### src/rtl/uart_tx_arbiter.sv
`default_nettype none
// ============================================================================
// Module      : uart_tx_arbiter
// Description : Round-robin arbiter sharing one 8N1 UART transmitter among
//               NUM_REQ (2..4) byte-stream requesters. Forwards one byte per
//               frame and can lock the transmitter to one requester for a
//               multi-byte packet, releasing the lock after HOLD_TIMEOUT idle
//               cycles. All outputs are registered.
// Ports       : tx_clk, rst_n (async, active-low)
//               req_valid/req_data/req_last  : requester byte interface
//               req_ack                      : one-cycle "byte taken" pulse
//               tx_data/tx_start             : to transmitter
//               tx_busy/tx_done              : from transmitter
//               grant_id/locked/err_timeout  : arbitration status
// Revision    : 1.0 - initial release
// ============================================================================
module uart_tx_arbiter #(
   parameter int NUM_REQ      = 4,
   parameter int HOLD_TIMEOUT = 5210
) (
   input  logic                   tx_clk,
   input  logic                   rst_n,
   input  logic [NUM_REQ-1:0]     req_valid,
   input  logic [8*NUM_REQ-1:0]   req_data,
   input  logic [NUM_REQ-1:0]     req_last,
   output logic [NUM_REQ-1:0]     req_ack,
   output logic [7:0]             tx_data,
   output logic                   tx_start,
   input  logic                   tx_busy,
   input  logic                   tx_done,
   output logic [1:0]             grant_id,
   output logic                   locked,
   output logic                   err_timeout
);

   typedef enum logic [1:0] {
      S_IDLE      = 2'd0,
      S_WAIT_DONE = 2'd1,
      S_HOLD      = 2'd2
   } state_t;

   state_t               state_q, state_d;
   logic [1:0]           ptr_q, ptr_d;
   logic [15:0]          hold_q, hold_d;
   logic [NUM_REQ-1:0]   ack_q, ack_d;
   logic [7:0]           data_q, data_d;
   logic                 start_q, start_d;
   logic [1:0]           grant_q, grant_d;
   logic                 locked_q, locked_d;
   logic                 err_q, err_d;

   // Requester inputs padded to four entries so 2-bit indices are always legal.
   logic [3:0]           valid_ext;
   logic [3:0]           last_ext;
   logic [7:0]           byte_ext [4];

   always_comb begin
      valid_ext = '0;
      last_ext  = '0;
      for (int i = 0; i < 4; i++) byte_ext[i] = '0;
      for (int i = 0; i < NUM_REQ; i++) begin
         valid_ext[i] = req_valid[i];
         last_ext[i]  = req_last[i];
         byte_ext[i]  = req_data[8*i +: 8];
      end
   end

   // Round-robin search starting just after the last owner, wrapping mod NUM_REQ.
   logic       rr_found;
   logic [1:0] rr_winner;
   logic [2:0] rr_idx;

   always_comb begin
      rr_found  = 1'b0;
      rr_winner = '0;
      rr_idx    = '0;
      for (int k = 1; k <= NUM_REQ; k++) begin
         rr_idx = {1'b0, ptr_q} + 3'(k);
         if (rr_idx >= 3'(NUM_REQ)) rr_idx = rr_idx - 3'(NUM_REQ);
         if (!rr_found && valid_ext[rr_idx[1:0]]) begin
            rr_found  = 1'b1;
            rr_winner = rr_idx[1:0];
         end
      end
   end

   logic       launch_en;
   logic [1:0] launch_id;
   logic [3:0] ack_ext;

   always_comb begin
      state_d   = state_q;
      ptr_d     = ptr_q;
      hold_d    = hold_q;
      ack_d     = '0;
      start_d   = 1'b0;
      err_d     = 1'b0;
      data_d    = data_q;
      grant_d   = grant_q;
      locked_d  = locked_q;
      launch_en = 1'b0;
      launch_id = '0;
      ack_ext   = '0;

      case (state_q)
         S_IDLE: begin
            if (!tx_busy && rr_found) begin
               launch_en = 1'b1;
               launch_id = rr_winner;
            end
         end
         S_WAIT_DONE: begin
            if (tx_done) begin
               if (locked_q) begin
                  state_d = S_HOLD;
                  hold_d  = '0;
               end else begin
                  state_d = S_IDLE;
               end
            end
         end
         S_HOLD: begin
            if (valid_ext[grant_q] && !tx_busy) begin
               launch_en = 1'b1;
               launch_id = grant_q;
               hold_d    = '0;
            end else if (hold_q == 16'(HOLD_TIMEOUT - 1)) begin
               // Forced release; pointer stays on the owner so it ranks last.
               locked_d = 1'b0;
               err_d    = 1'b1;
               state_d  = S_IDLE;
            end else begin
               hold_d = hold_q + 16'd1;
            end
         end
         default: state_d = S_IDLE;
      endcase

      if (launch_en) begin
         ack_ext  = 4'b0001 << launch_id;
         data_d   = byte_ext[launch_id];
         start_d  = 1'b1;
         ack_d    = ack_ext[NUM_REQ-1:0];
         grant_d  = launch_id;
         ptr_d    = launch_id;
         locked_d = ~last_ext[launch_id];
         state_d  = S_WAIT_DONE;
      end
   end

   always_ff @(posedge tx_clk or negedge rst_n) begin
      if (!rst_n) begin
         state_q  <= S_IDLE;
         ptr_q    <= 2'(NUM_REQ - 1);
         hold_q   <= '0;
         ack_q    <= '0;
         data_q   <= 8'h00;
         start_q  <= 1'b0;
         grant_q  <= '0;
         locked_q <= 1'b0;
         err_q    <= 1'b0;
      end else begin
         state_q  <= state_d;
         ptr_q    <= ptr_d;
         hold_q   <= hold_d;
         ack_q    <= ack_d;
         data_q   <= data_d;
         start_q  <= start_d;
         grant_q  <= grant_d;
         locked_q <= locked_d;
         err_q    <= err_d;
      end
   end

   assign req_ack     = ack_q;
   assign tx_data     = data_q;
   assign tx_start    = start_q;
   assign grant_id    = grant_q;
   assign locked      = locked_q;
   assign err_timeout = err_q;

endmodule
`default_nettype wire

### config.mk
export PLATFORM = sky130hd
export DESIGN_NAME = uart_tx_arbiter
export DESIGN_NICKNAME = d
export VERILOG_FILES = /design/src/rtl/uart_tx_arbiter.sv
export SDC_FILE = /design/constraint.sdc
export NUM_CORES = 1
export LEC_CHECK = 0
export CORE_MARGIN = 5
export CORE_UTILIZATION = 40
export CTS_BUF_LIST = sky130_fd_sc_hd__clkbuf_16
export DETAILED_ROUTE_END_ITERATION = 10
export PLACE_DENSITY = 0.69
export SYNTH_ARGS = -nofsm -noshare
export SYNTH_HDL_FRONTEND = slang
export SYNTH_SLANG_ARGS = --single-unit
### constraint.sdc
create_clock -name tx_clk -period 2.9 [get_ports tx_clk]
set_input_delay 0.435 -clock tx_clk [delete_from_list [all_inputs] [get_ports tx_clk]]
set_output_delay 0.435 -clock tx_clk [all_outputs]
set_load 0.005 [all_outputs]
## Yosys cells after proc, flatten, opt, wreduce, memory -nomap -nowiden

Index checks and enable logic that the tools add are counted.

- Shift-type cells: 1
- Equality and inequality tests: 11
- Muxes and demuxes: 53
- Bitwise gates (word level): 2
- $lt $le $gt $ge: 11
- Reductions and logical operators: 16
- Add/sub/neg operators: 9

Operator list:

| cell | number |
|---|---|
| $mux 16 | 4 |
| $pmux 16 s2 | 1 |
| $mux 2 | 15 |
| $mux 1 | 20 |
| $lt 2x3->1 const B | 6 |
| $add 16x1->16 const B | 1 |
| $bmux 8 s2 | 1 |
| $eq 16x13->1 const B | 1 |
| $mux 8 | 2 |
| $ge 3x3->1 const B | 5 |
| $bmux 1 s2 | 6 |
| $ne 3x3->1 const B | 4 |
| $ne 2x2->1 const B | 4 |
| $reduce_and 4->1 | 2 |
| $sub 2x1->2 const B | 4 |
| $add 2x2->3 const B | 2 |
| $pmux 2 s3 | 1 |
| $reduce_bool 2->1 | 3 |
| $logic_and 1x1->1 | 5 |
| $logic_not 1->1 | 4 |
| $mux 4 | 1 |
| $pmux 2 s2 | 1 |
| $shl 1x2->4 const A | 1 |
| $add 2x1->3 const B | 1 |
| other kinds (8) | 8 |

- Bits of input ports: 44
- Output and inout port bits: 17
- Word-level logic and storage cells: 112
- Register bits after elaboration: 37

## Longest topological paths before layout

Gate-level depths: netlist of run 1.

- Word-level depth: 22
- Depth in mapped cells: 8
- Gate-level depth less buffers: 7

## Worst setup path after synthesis of run 1

OpenSTA, ideal clock, no wires.

- Path type: input to register
- Start point: input port req_valid[0]
- End point: register locked_q, in the netlist locked
- Cell stages on the path: 5
- Slack: 0.678 ns
- Data arrival time: 2.098 ns
- Path buffers: 0
- Setup time: 0.124 ns
- Required time: 2.776 ns
- Cells stage by stage: or4_4 a222oi_1 a221o_2 a211oi_1 a211o_1

- Word-level cells in the longest chain between the ends: 19
- Elaborated cells between the ends (all ways): 40
- Classes of those cells: 1 x eq/ne; 27 x mux; 1 x bitwise; 11 x reduce/logical

Ends and longest elaborated chain:

| what | RTL line | RTL |
|---|---|---|
| from (decl) | 23 | `input logic [NUM_REQ-1:0] req_valid,` |
| $bmux 1 s2 | 80 | `if (!rr_found && valid_ext[rr_idx[1:0]]) begin` |
| $mux 1 (implied by the code) | 80 |  |
| $mux 1 | 80 |  |
| $logic_not 1->1 | 80 |  |
| $logic_and 1x1->1 | 80 |  |
| $mux 1 | 80 |  |
| $logic_not 1->1 | 80 |  |
| $logic_and 1x1->1 | 80 |  |
| (+3 left out) | n/a |  |
| $mux 1 | 80 |  |
| $logic_and 1x1->1 | 107 | `if (!tx_busy && rr_found) begin` |
| $mux 2 | 107 |  |
| $pmux 2 s2 | 105 | `case (state_q)` |
| $bmux 1 s2 | 146 | `locked_d = ~last_ext[launch_id];` |
| $mux 1 (implied by the code) | 146 |  |
| $not 1->1 | 146 |  |
| $mux 1 | 139 | `if (launch_en) begin` |
| to (signal assigned) | 170 | `locked_q <= locked_d;` |
| to (decl) | 49 | `logic locked_q, locked_d;` |

Parallel ways exist; a longest one is shown, timed or not. The select of a mux whose other input is x is not followed.
A chain may end at the register's enable or synchronous reset.

## Final worst setup path of run 1

- Start point: input port req_valid[1]
- End point: register data_q[1], in the netlist tx_data[1]

- Word-level cells in the longest chain between the ends: 19
- Elaborated cells between the ends (all ways): 36
- Classes of those cells: 27 x mux; 1 x bitwise; 8 x reduce/logical

Ends and longest elaborated chain:

| what | RTL line | RTL |
|---|---|---|
| $bmux 1 s2 | 80 |  |
| $mux 1 (implied by the code) | 80 |  |
| $mux 1 | 80 |  |
| $logic_not 1->1 | 80 |  |
| $logic_and 1x1->1 | 80 |  |
| $mux 1 | 80 |  |
| $logic_not 1->1 | 80 |  |
| $logic_and 1x1->1 | 80 |  |
| (+2 left out) | n/a |  |
| $logic_and 1x1->1 | 80 |  |
| $mux 1 | 80 |  |
| $logic_and 1x1->1 | 107 |  |
| $mux 2 | 107 |  |
| $pmux 2 s2 | 105 |  |
| $not 2->3 (implied by the code) | 141 | `data_d = byte_ext[launch_id];` |
| $bmux 8 s2 | 141 |  |
| $mux 8 (implied by the code) (2 in a row) | 141 |  |
| to (signal assigned) | 167 | `data_q <= data_d;` |
| to (decl) | 46 | `logic [7:0] data_q, data_d;` |

Parallel ways exist; a longest one is shown, timed or not. The select of a mux whose other input is x is not followed.

==> impl_metrics.py, run 1 <==
metrics = {
    "yosys": {
        "synthTopCellsByCount": "dfrtp_1, nor2_1, mux2i_1",
        "synth-edff-count": 0,
        "synth_seq_area_share_pct": 42.4,
        "postSynthRegisterBits": 37,
        "syn_nets": 269,
        "synth_flop_cell": "dfrtp_1",
        "async_flop_share_pct": 100,
        "yosysMostFrequentCell": "dfrtp_1",
        "post-synth-top-area-cell": "dfrtp_1",
        "synthDistinctLibCells": 54,
        "synth_top_area_share_pct": 40.0,
        "synthCells": 220,
        "syn-cell-area_um2": 2190,
        "synth_area_leaders": "dfrtp_1, mux2i_1, nor2_1",
        "avgSynthCellArea_um2": 9.95,
        "yosys_warnings": 0,
    },
    "timing": {
        "slew_headroom_pct": 43.1,
        "final_hold_viol_count": 0,
        "grt_setup_unrepaired": "false",
        "tns_ns": 0,
        "finalMaxSlewViolations": 0,
        "post-route-period-util_pct": 83.9,
        "timing.fmax_ghz": 0.411,
        "setup_viol": 0,
        "tightest_slew_ns": 0.854,
        "fin_crit_ns": 2.43,
        "skew_ns": 0.00563,
    },
    "floorplanning": {
        "fp.dieH_um": 84.0,
        "fp.dieArea_um2": 7050,
        "io_pins": 61,
        "rows": 27,
        "fp.coreArea_um2": 5410,
        "initial_core_util_pct": 40.5,
        "die_w_um": 84.0,
    },
    "clock_network": {
        "clockRootBuffer": "clkbuf_16",
        "cts_made_buffers": 5,
        "clk_pin_slew_ns": 0.06,
        "cts_tree": "done",
        "post_cts_buffers": 0,
        "hold_buffers": 0,
        "cts_resized": 0,
        "clock_latency_ns": 0.28,
        "htreeDepth": 2,
        "clock-sinks": 37,
        "cts_buffer_depth": 2,
    },
    "grt": {
        "grt.total_usage_pct": 15.8,
        "grt_pass1_wl_um": 9100,
        "grt_start_max_net_pins": 38,
        "grt_pass1_vias": 1961,
        "antenna_found_initial": 0,
        "grt_overflow_total": 0,
    },
    "pwr": {
        "p_sw_uw": 755,
        "clockPowerShare_pct": 28.8,
        "p_seq_share_pct": 32.2,
        "power.total_mw": 2.42,
        "powerDensity_nw_per_um2": 790,
        "sw_frac_of_total_pct": 31.2,
        "ir_drop_v": 0.000494,
        "internal_power_mw": 1.66,
        "leakagePower_nw": 1.35,
        "p_comb_share_pct": 39.0,
    },
    "routing": {
        "routed_wl_um": 5350,
        "ant_nets": 0,
        "first_pass_iters": 6,
        "drt-initial-drc-count": 105,
        "drc": 0,
        "vias": 1930,
        "viasPerCell": 5.39,
        "avgRoutedWirePerCell_um": 14.9,
    },
    "job": {
        "drv_cap": 0,
    },
    "worst_setup_path": {
        "crit_arrival_ns": 2.60,
        "end_kind": "flip-flop",
        "rr_worst_depth": 8,
        "worstReg2RegStart": "state_q[1]$_DFFE_PN0P_",
        "crit_type": "in2reg",
        "cp-start-kind": "primary input",
        "ff2ff_setup_slack_ns": 0.67,
        "worstPathRequired_ns": 3.07,
        "rr_endpoint": "tx_data[1]$_DFFE_PN0P_",
        "cp_max_fo": 7,
    },
    "layout": {
        "multi_input_area_um2": 1160,
        "diodes": 0,
        "fill_cells": 510,
        "stdcell_count": 358,
        "layout-drive-gt1-share_pct": 11.9,
        "synthToLayoutAreaGrowth_pct": 39.7,
        "regArea_um2": 928,
        "final_nets": 334,
    },
    "placement": {
        "port_buffers": 60,
        "dp_cells": 350,
        "gp_congestion": 0.817,
        "dp_hpwl_um": 4040,
    },
    "status": {
        "status": "finished, final reports clean",
    },
    "min_path": {
        "worstHoldPathType": "in2async",
    },
}
## state kept, by name, indices dropped and copies added (netlist names)
register,count
err_timeout,1
grant_id,2
hold_q,16
locked,1
ptr_q,2
req_ack,4
state_q,2
tx_data,8
tx_start,1
## routing by layer
layer	routed length (µm)	up-vias	GRT usage (%)
met5	0	-	0
met4	58	0	4.82
met3	560	7	6.91
met2	2430	72	24.9
met1	2300	909	19.4
li1	-	942	-
## worst max-delay path: stages
cell             delay [ns]
clkdlybuf4s50_1        0.51
or4_4                  0.56
a222oi_1               0.37
buf_4                  0.21
nor2_1                 0.05
buf_4                  0.17
a221oi_1               0.29
## power by group through the flow
stage | Sequential, mW | Clock, mW | Combinational, mW
2_1_floorplan | 0.769 | 0 | 0.540
3_3_place_gp | 0.783 | 0 | 0.934
3_5_place_dp | 0.782 | 0 | 0.945
4_1_cts | 0.776 | 0.711 | 0.952
5_1_grt | 0.794 | 0.740 | 1.05
6_report | 0.778 | 0.696 | 0.942
## metrics by stage
step | hold slack, ns | setup WS, ns | util [%] | instance area, µm²
4_1_cts | 0.296 | 0.483 | 56.6 | 3060
5_1_grt | 0.339 | 0.341 | 56.6 | 3060
2_1_floorplan | 0.139 | 0.678 | - | 2190
6_report | 0.267 | 0.467 | 56.6 | 3060
3_3_place_gp | 0.503 | 0.293 | 53.1 | 2870
3_5_place_dp | 0.503 | 0.189 | 53.1 | 2870
## area by class of cell
class | instances | area share [%]
Sequential cell | 37 | 30.3
Timing Repair Buffer | 65 | 21.1
Inverter | 11 | 1.35
Multi-Input combinational cell | 165 | 38.0
Clock buffer | 5 | 4.09
Clock inverter | 3 | 2.13
Tap cell | 72 | 2.94
## worst max path at each step
stage / start / to / cells past startpoint
6_report: req_valid[1] / tx_data[1]$_DFFE_PN0P_ / 7
5_1_grt: req_valid[1] / tx_data[2]$_DFFE_PN0P_ / 7
4_1_cts: req_valid[1] / tx_data[6]$_DFFE_PN0P_ / 7
3_5_place_dp: req_valid[1] / tx_data[6]$_DFFE_PN0P_ / 7
3_3_place_gp: req_valid[1] / hold_q[4]$_DFFE_PN0P_ / 6
2_1_floorplan: req_valid[0] / locked$_DFFE_PN0P_ / 5
## kinds of logic after synthesis
| family | Yosys count | share of synthesized area (%) |
|---|---|---|
| mux | 19 | 9.60 |
| flops | 37 | 42.4 |
| fa+ha+maj | 5 | 2.86 |
| buf+inv | 18 | 4.86 |
| compound gates | 51 | 17.7 |
| simple gates | 83 | 19.8 |
| xor+xnor | 7 | 2.80 |
## cells in the final DEF, fill, tap and decap left out, types with 6 or more instances in the layout
cell type | synthesis | layout
a221oi_1 | 7 | 7
xnor2_1 | 7 | 7
dfrtp_1 | 35 | 35
nand3_1 | 6 | 6
inv_1 | 11 | 11
o21ai_0 | 12 | 12
nor2_1 | 28 | 28
mux2i_1 | 15 | 15
a21oi_1 | 6 | 6
nand2_1 | 14 | 14
clkdlybuf4s50_1 | 0 | 59
Note: power is estimated with default switching activity, not from simulation.
==> run 2: changes to the inputs <==
PLACE_DENSITY = 0.71   (was 0.69)
clock period = 2 ns   (was 2.9 ns; I/O delays follow)
==> run 2 against run 1 <==
Net effect: the flow now finishes with violations (setup timing); utilization is 8.9 points higher; worst setup slack lost 0.54 ns; hold slack better by 0.25 ns; global-route usage rose by 2.1 points; non-clock buffer count up 43; register-to-register slack worse by 0.75 ns; highest routed layer unchanged.
==> impl_metrics.py, run 2 (synthesized netlist as in run 1, its figures left out) <==
metrics = {
    "floorplanning": {
        "initial_core_util_pct": 40.5,
        "fp.dieH_um": 84.0,
        "rows": 27,
        "fp.dieArea_um2": 7050,
        "io_pins": 61,
        "die_w_um": 84.0,
        "fp.coreArea_um2": 5410,
    },
    "worst_setup_path": {
        "worstPathRequired_ns": 2.15,
        "crit_arrival_ns": 2.22,
        "crit_type": "reg2reg",
        "end_kind": "flip-flop",
        "cp_max_fo": 9,
        "cp-start-kind": "flip-flop",
    },
    "layout": {
        "final_nets": 377,
        "regArea_um2": 928,
        "final_cell_mix": "clkdlybuf4s50_1, buf_4, dfrtp_1, nor2_1, mux2i_1",
        "largest_register": "hold_q",
        "diodes": 0,
        "final_common_cell": "clkdlybuf4s50_1",
        "stdcell_count": 401,
        "fin_area_um2": 3540,
        "final_core_util_pct": 65.5,
        "fill_cells": 447,
        "largest_reg_flops": 16,
        "multi_input_area_um2": 1340,
        "layout-drive-gt1-share_pct": 31.9,
        "synthToLayoutAreaGrowth_pct": 61.8,
    },
    "routing": {
        "drt-initial-drc-count": 72,
        "drc": 0,
        "ant_nets": 0,
        "avgRoutedWirePerCell_um": 15.6,
        "viasPerCell": 5.39,
        "routed_wl_um": 6250,
        "first_pass_iters": 5,
        "vias": 2160,
    },
    "placement": {
        "dp_slack_ns": -0.506,
        "port_buffers": 60,
        "dp_cells": 381,
        "gp_congestion": 0.875,
        "dp_hpwl_um": 4510,
        "place_area_um2": 3110,
    },
    "timing": {
        "finalMaxSlewViolations": 0,
        "tns_ns": -0.0795,
        "fin_crit_ns": 2.08,
        "post-route-period-util_pct": 104,
        "skew_ns": 0.00410,
        "final_hold_viol_count": 0,
        "slew_headroom_pct": 67.3,
        "tightest_slew_ns": 0.490,
        "setup_ws_ns": -0.0779,
        "setup_viol": 2,
        "grt_setup_unrepaired": "true",
        "timing.fmax_ghz": 0.481,
    },
    "grt": {
        "grt_pass1_wl_um": 10300,
        "grt_pass1_vias": 2265,
        "grt.total_usage_pct": 17.9,
        "grt_start_max_net_pins": 22,
        "grt_overflow_total": 0,
        "antenna_found_initial": 0,
    },
    "clock_network": {
        "cts_made_buffers": 5,
        "clock-sinks": 37,
        "htreeDepth": 2,
        "cts_tree": "done",
        "clockRootBuffer": "clkbuf_16",
        "clk_pin_slew_ns": 0.06,
        "clock_latency_ns": 0.28,
        "cts_buffer_depth": 2,
    },
    "job": {
        "drv_cap": 0,
    },
    "status": {
        "status": "finished, violations left",
        "violations": "setup timing",
    },
    "pwr": {
        "ir_drop_v": 0.000662,
        "powerDensity_nw_per_um2": 1080,
        "leakagePower_nw": 1.60,
    },
    "min_path": {
        "worstHoldPathType": "in2async",
    },
}
[run 2: metal layers]
| metal | part of all wire, % | vias to the layer above | GRT usage, % |
|---|---|---|---|
| li1 | - | 1023 | - |
| met1 | 42 | 1059 | 21.2 |
| met4 | 1.6 | 0 | 4.53 |
| met3 | 6.8 | 12 | 5.92 |
| met2 | 49 | 66 | 31.3 |
| met5 | 0 | - | 0 |
[run 2: layout make-up]
class / instances / share of cell area, %
Timing Repair Buffer: 108 / 28.4
Clock buffer: 5 / 3.53
Tap cell: 72 / 2.54
Clock inverter: 3 / 0.353
Inverter: 11 / 1.17
Multi-Input combinational cell: 165 / 37.8
Sequential cell: 37 / 26.2
[run 2: repair_timing]
action / 4_1_cts / 5_1_grt
pin swaps: 7 / 6
gates resized for setup: 24 / 22
setup buffers: 7 / 3
hold buffers: 1 / 0
gates cloned: 1 / 0
endpoints found under the setup margin: 24 / 19
hold endpoints to repair: 19 / 0
[run 2: final timing paths]
check                                            start                endpoint  slack [ns]  depth (start not counted)
worst max-delay path              ptr_q[1]$_DFFE_PN1P_  tx_data[7]$_DFFE_PN0P_       -0.08                          7
worst min-delay path                             rst_n   hold_q[7]$_DFFE_PN0P_        0.52                          2
worst max register to register    ptr_q[1]$_DFFE_PN1P_  tx_data[7]$_DFFE_PN0P_       -0.08                          7
worst min register to register  hold_q[15]$_DFFE_PN0P_  hold_q[15]$_DFFE_PN0P_        0.56                          2
max in group asynchronous                        rst_n    ptr_q[1]$_DFFE_PN1P_        0.88                          3
min in group tx_clk             hold_q[15]$_DFFE_PN0P_  hold_q[15]$_DFFE_PN0P_        0.56                          2
[run 2: power breakdown]
part           switching (mW)  internal (mW)  total (mW)
clock network           0.297          0.450       0.747
logic                   0.848           1.13        1.98
registers               0.146          0.961        1.11
[run 2: through the flow]
| stage | total power, mW | hold slack (ns) |
|---|---|---|
| 2_1_floorplan | 1.90 | 0.00441 |
| 3_3_place_gp | 2.72 | 0.283 |
| 3_5_place_dp | 2.73 | 0.288 |
| 4_1_cts | 3.71 | 0.530 |
| 5_1_grt | 4.07 | 0.581 |
| 6_report | 3.83 | 0.520 |
[run 2: critical path: stages, from the launching register on]
cell and delay (ns):
dfstp_2 0.57, inv_1 0.09, a32o_2 0.28, o31ai_4 0.28, buf_12 0.16, buf_12 0.13
mux2i_1 0.31, a221oi_2 0.12
==> run 3: changes to the inputs <==
CORE_MARGIN = unset   (was 5)
==> run 3 against run 2 <==
Net effect: the flow now finishes without violations; die area decreased by 18%; sequential share of layout area increased by 0.84 points; routed wire length down 8.2%; sequential cell count did not move; via count decreased by 2.5%; clock skew about the same; utilization increased by 0.41 points; critical path depth is the same.
==> impl_metrics.py, run 3 (synthesized netlist as in run 1, its figures left out) <==
metrics = {
    "worst_setup_path": {
        "ff2ff_setup_slack_ns": 0.001,
        "crit_family": "multiplexers",
        "critPathMaxStageDelay_ns": 0.41,
        "end_kind": "flip-flop",
        "cp_max_fo": 7,
        "worstReg2RegStart": "grant_id[1]$_DFFE_PN0P_",
        "crit_path_frequent_cell": "buf_12",
        "crit_type": "reg2reg",
        "crit_buf_inv": 2,
        "crit_chain": "mux2_2 > and2_4 > o31ai_4 > buf_12 > buf_12 > mux2i_2 > a221oi_2",
        "cp_slowest_cell": "dfrtp_1",
        "crit_arrival_ns": 2.15,
        "crit_path_start": "grant_id[1]$_DFFE_PN0P_",
        "cp-start-kind": "flip-flop",
        "worstPathRequired_ns": 2.15,
    },
    "floorplanning": {
        "rows": 26,
        "fp.dieH_um": 76.0,
        "die_w_um": 76.0,
        "io_pins": 61,
        "initial_core_util_pct": 42.1,
        "fp.coreArea_um2": 5200,
        "fp.dieArea_um2": 5770,
    },
    "timing": {
        "grt_setup_unrepaired": "true",
        "setup_ws_ns": 0.00143,
        "setup_viol": 0,
        "finalMaxSlewViolations": 0,
        "fin_crit_ns": 2.00,
        "skew_ns": 0.00451,
        "timing.fmax_ghz": 0.500,
        "tightest_slew_ns": 0.469,
        "final_hold_viol_count": 0,
        "post-route-period-util_pct": 99.9,
        "slew_headroom_pct": 68.7,
        "tns_ns": 0,
        "fin_worst_hold_slack_ns": 0.504,
    },
    "pwr": {
        "p_sw_mw": 1.25,
        "ir_drop_v": 0.000729,
        "powerDensity_nw_per_um2": 1090,
        "power.total_mw": 3.73,
        "clockPowerShare_pct": 20.0,
        "sw_frac_of_total_pct": 33.6,
        "internal_power_mw": 2.48,
        "p_comb_share_pct": 50.2,
        "p_seq_share_pct": 29.8,
        "leakagePower_nw": 1.51,
    },
    "placement": {
        "place_area_um2": 3080,
        "gp_congestion": 0.890,
        "dp_hpwl_um": 4220,
        "dp_cells": 376,
        "dp_slack_ns": -0.531,
        "port_buffers": 60,
    },
    "routing": {
        "drt-initial-drc-count": 96,
        "avgRoutedWirePerCell_um": 14.7,
        "vias": 2107,
        "viasPerCell": 5.42,
        "first_pass_iters": 5,
        "drc": 0,
        "routed_wl_um": 5740,
        "ant_nets": 0,
    },
    "grt": {
        "grt_overflow_total": 0,
        "grt_start_max_net_pins": 21,
        "grt_pass1_wl_um": 9690,
        "grt_pass1_vias": 2102,
        "antenna_found_initial": 0,
        "grt.total_usage_pct": 20.8,
    },
    "clock_network": {
        "cts_tree": "done",
        "htreeDepth": 2,
        "clock_latency_ns": 0.28,
        "clk_pin_slew_ns": 0.06,
        "cts_made_buffers": 5,
        "cts_buffer_depth": 2,
        "clock-sinks": 37,
        "clockRootBuffer": "clkbuf_16",
    },
    "job": {
        "drv_cap": 0,
    },
    "layout": {
        "largest_reg_flops": 16,
        "final_cell_mix": "clkdlybuf4s50_1, dfrtp_1, buf_4, nor2_1, nand2_1",
        "layout-drive-gt1-share_pct": 29.8,
        "synthToLayoutAreaGrowth_pct": 56.7,
        "final_common_cell": "clkdlybuf4s50_1",
        "stdcell_count": 389,
        "fin_area_um2": 3430,
        "final_nets": 367,
        "largest_register": "hold_q",
        "final_core_util_pct": 65.9,
        "diodes": 0,
        "fill_cells": 422,
    },
    "status": {
        "status": "finished, final reports clean",
    },
    "min_path": {
        "worstHoldPathType": "in2async",
    },
}
==> run 3: changes by cell type in the layout (fill, tap and decap cells not counted), moves of 2 or more <==
cell and delta:
buf_4 -10, mux2i_1 -8, mux2i_2 +8, o31ai_1 +4, nor2_1 +2, o31ai_2 -2
o31ai_4 -2
==> run 3: path summary, 6_finish.rpt <==
path	endpoint	cells past startpoint
min in group tx_clk	ptr_q[1]$_DFFE_PN1P_	2
worst max register to register	tx_data[3]$_DFFE_PN0P_	7
worst min-delay path	state_q[0]$_DFFE_PN0P_	2
worst max-delay path	tx_data[3]$_DFFE_PN0P_	7
worst min register to register	ptr_q[1]$_DFFE_PN1P_	2
max in group asynchronous	ptr_q[0]$_DFFE_PN1P_	3
==> run 3: layout make-up <==
type                       instances  area [µm²]  area share [%]
clock buffer                       5         125            3.65
clock inverter                     3        12.5           0.365
inverter                          11        41.3            1.20
multi-input combinational        165        1300            37.9
sequential                        37         928            27.1
tap                               70        87.6            2.55
timing repair buffer              98         937            27.3
==> run 3: routing by layer <==
metal | vias to the layer above | part of all wire (%) | GRT usage [%]
li1 | 1005 | - | -
met1 | 1012 | 42 | 25.2
met2 | 79 | 49 | 34.9
met3 | 11 | 6.9 | 6.35
met4 | 0 | 1.9 | 7.69
met5 | - | 0 | 0
==> run 3: power by group through the flow <==
stage / Combinational [mW] / Clock, mW / Sequential [mW]
global route: 2.02 / 0.785 / 1.14
CTS: 1.72 / 0.753 / 1.11
finish: 1.87 / 0.746 / 1.11
global placement: 1.57 / 0 / 1.12
detailed placement: 1.59 / 0 / 1.12
floorplan: 0.786 / 0 / 1.12
==> run 3: worst reg2reg max path: cells and delay by family, from the launching register on <==
kind,cells,cell delay [ns]
buffers and inverters,2,0.30
AND/OR/NAND/NOR,1,0.18
AO/OA/AOI/OAI,2,0.36
multiplexers,2,0.62
flip-flops,1,0.41
==> run 3: what timing repair did <==
action / in CTS / in global routing
endpoints found under the setup margin: 23 / 12
gates resized for setup: 17 / 25
hold endpoints to repair: 18 / 0
pin swaps: 4 / 15
cloned: 1 / 0
setup buffers: 3 / 0
hold buffers: 1 / 0
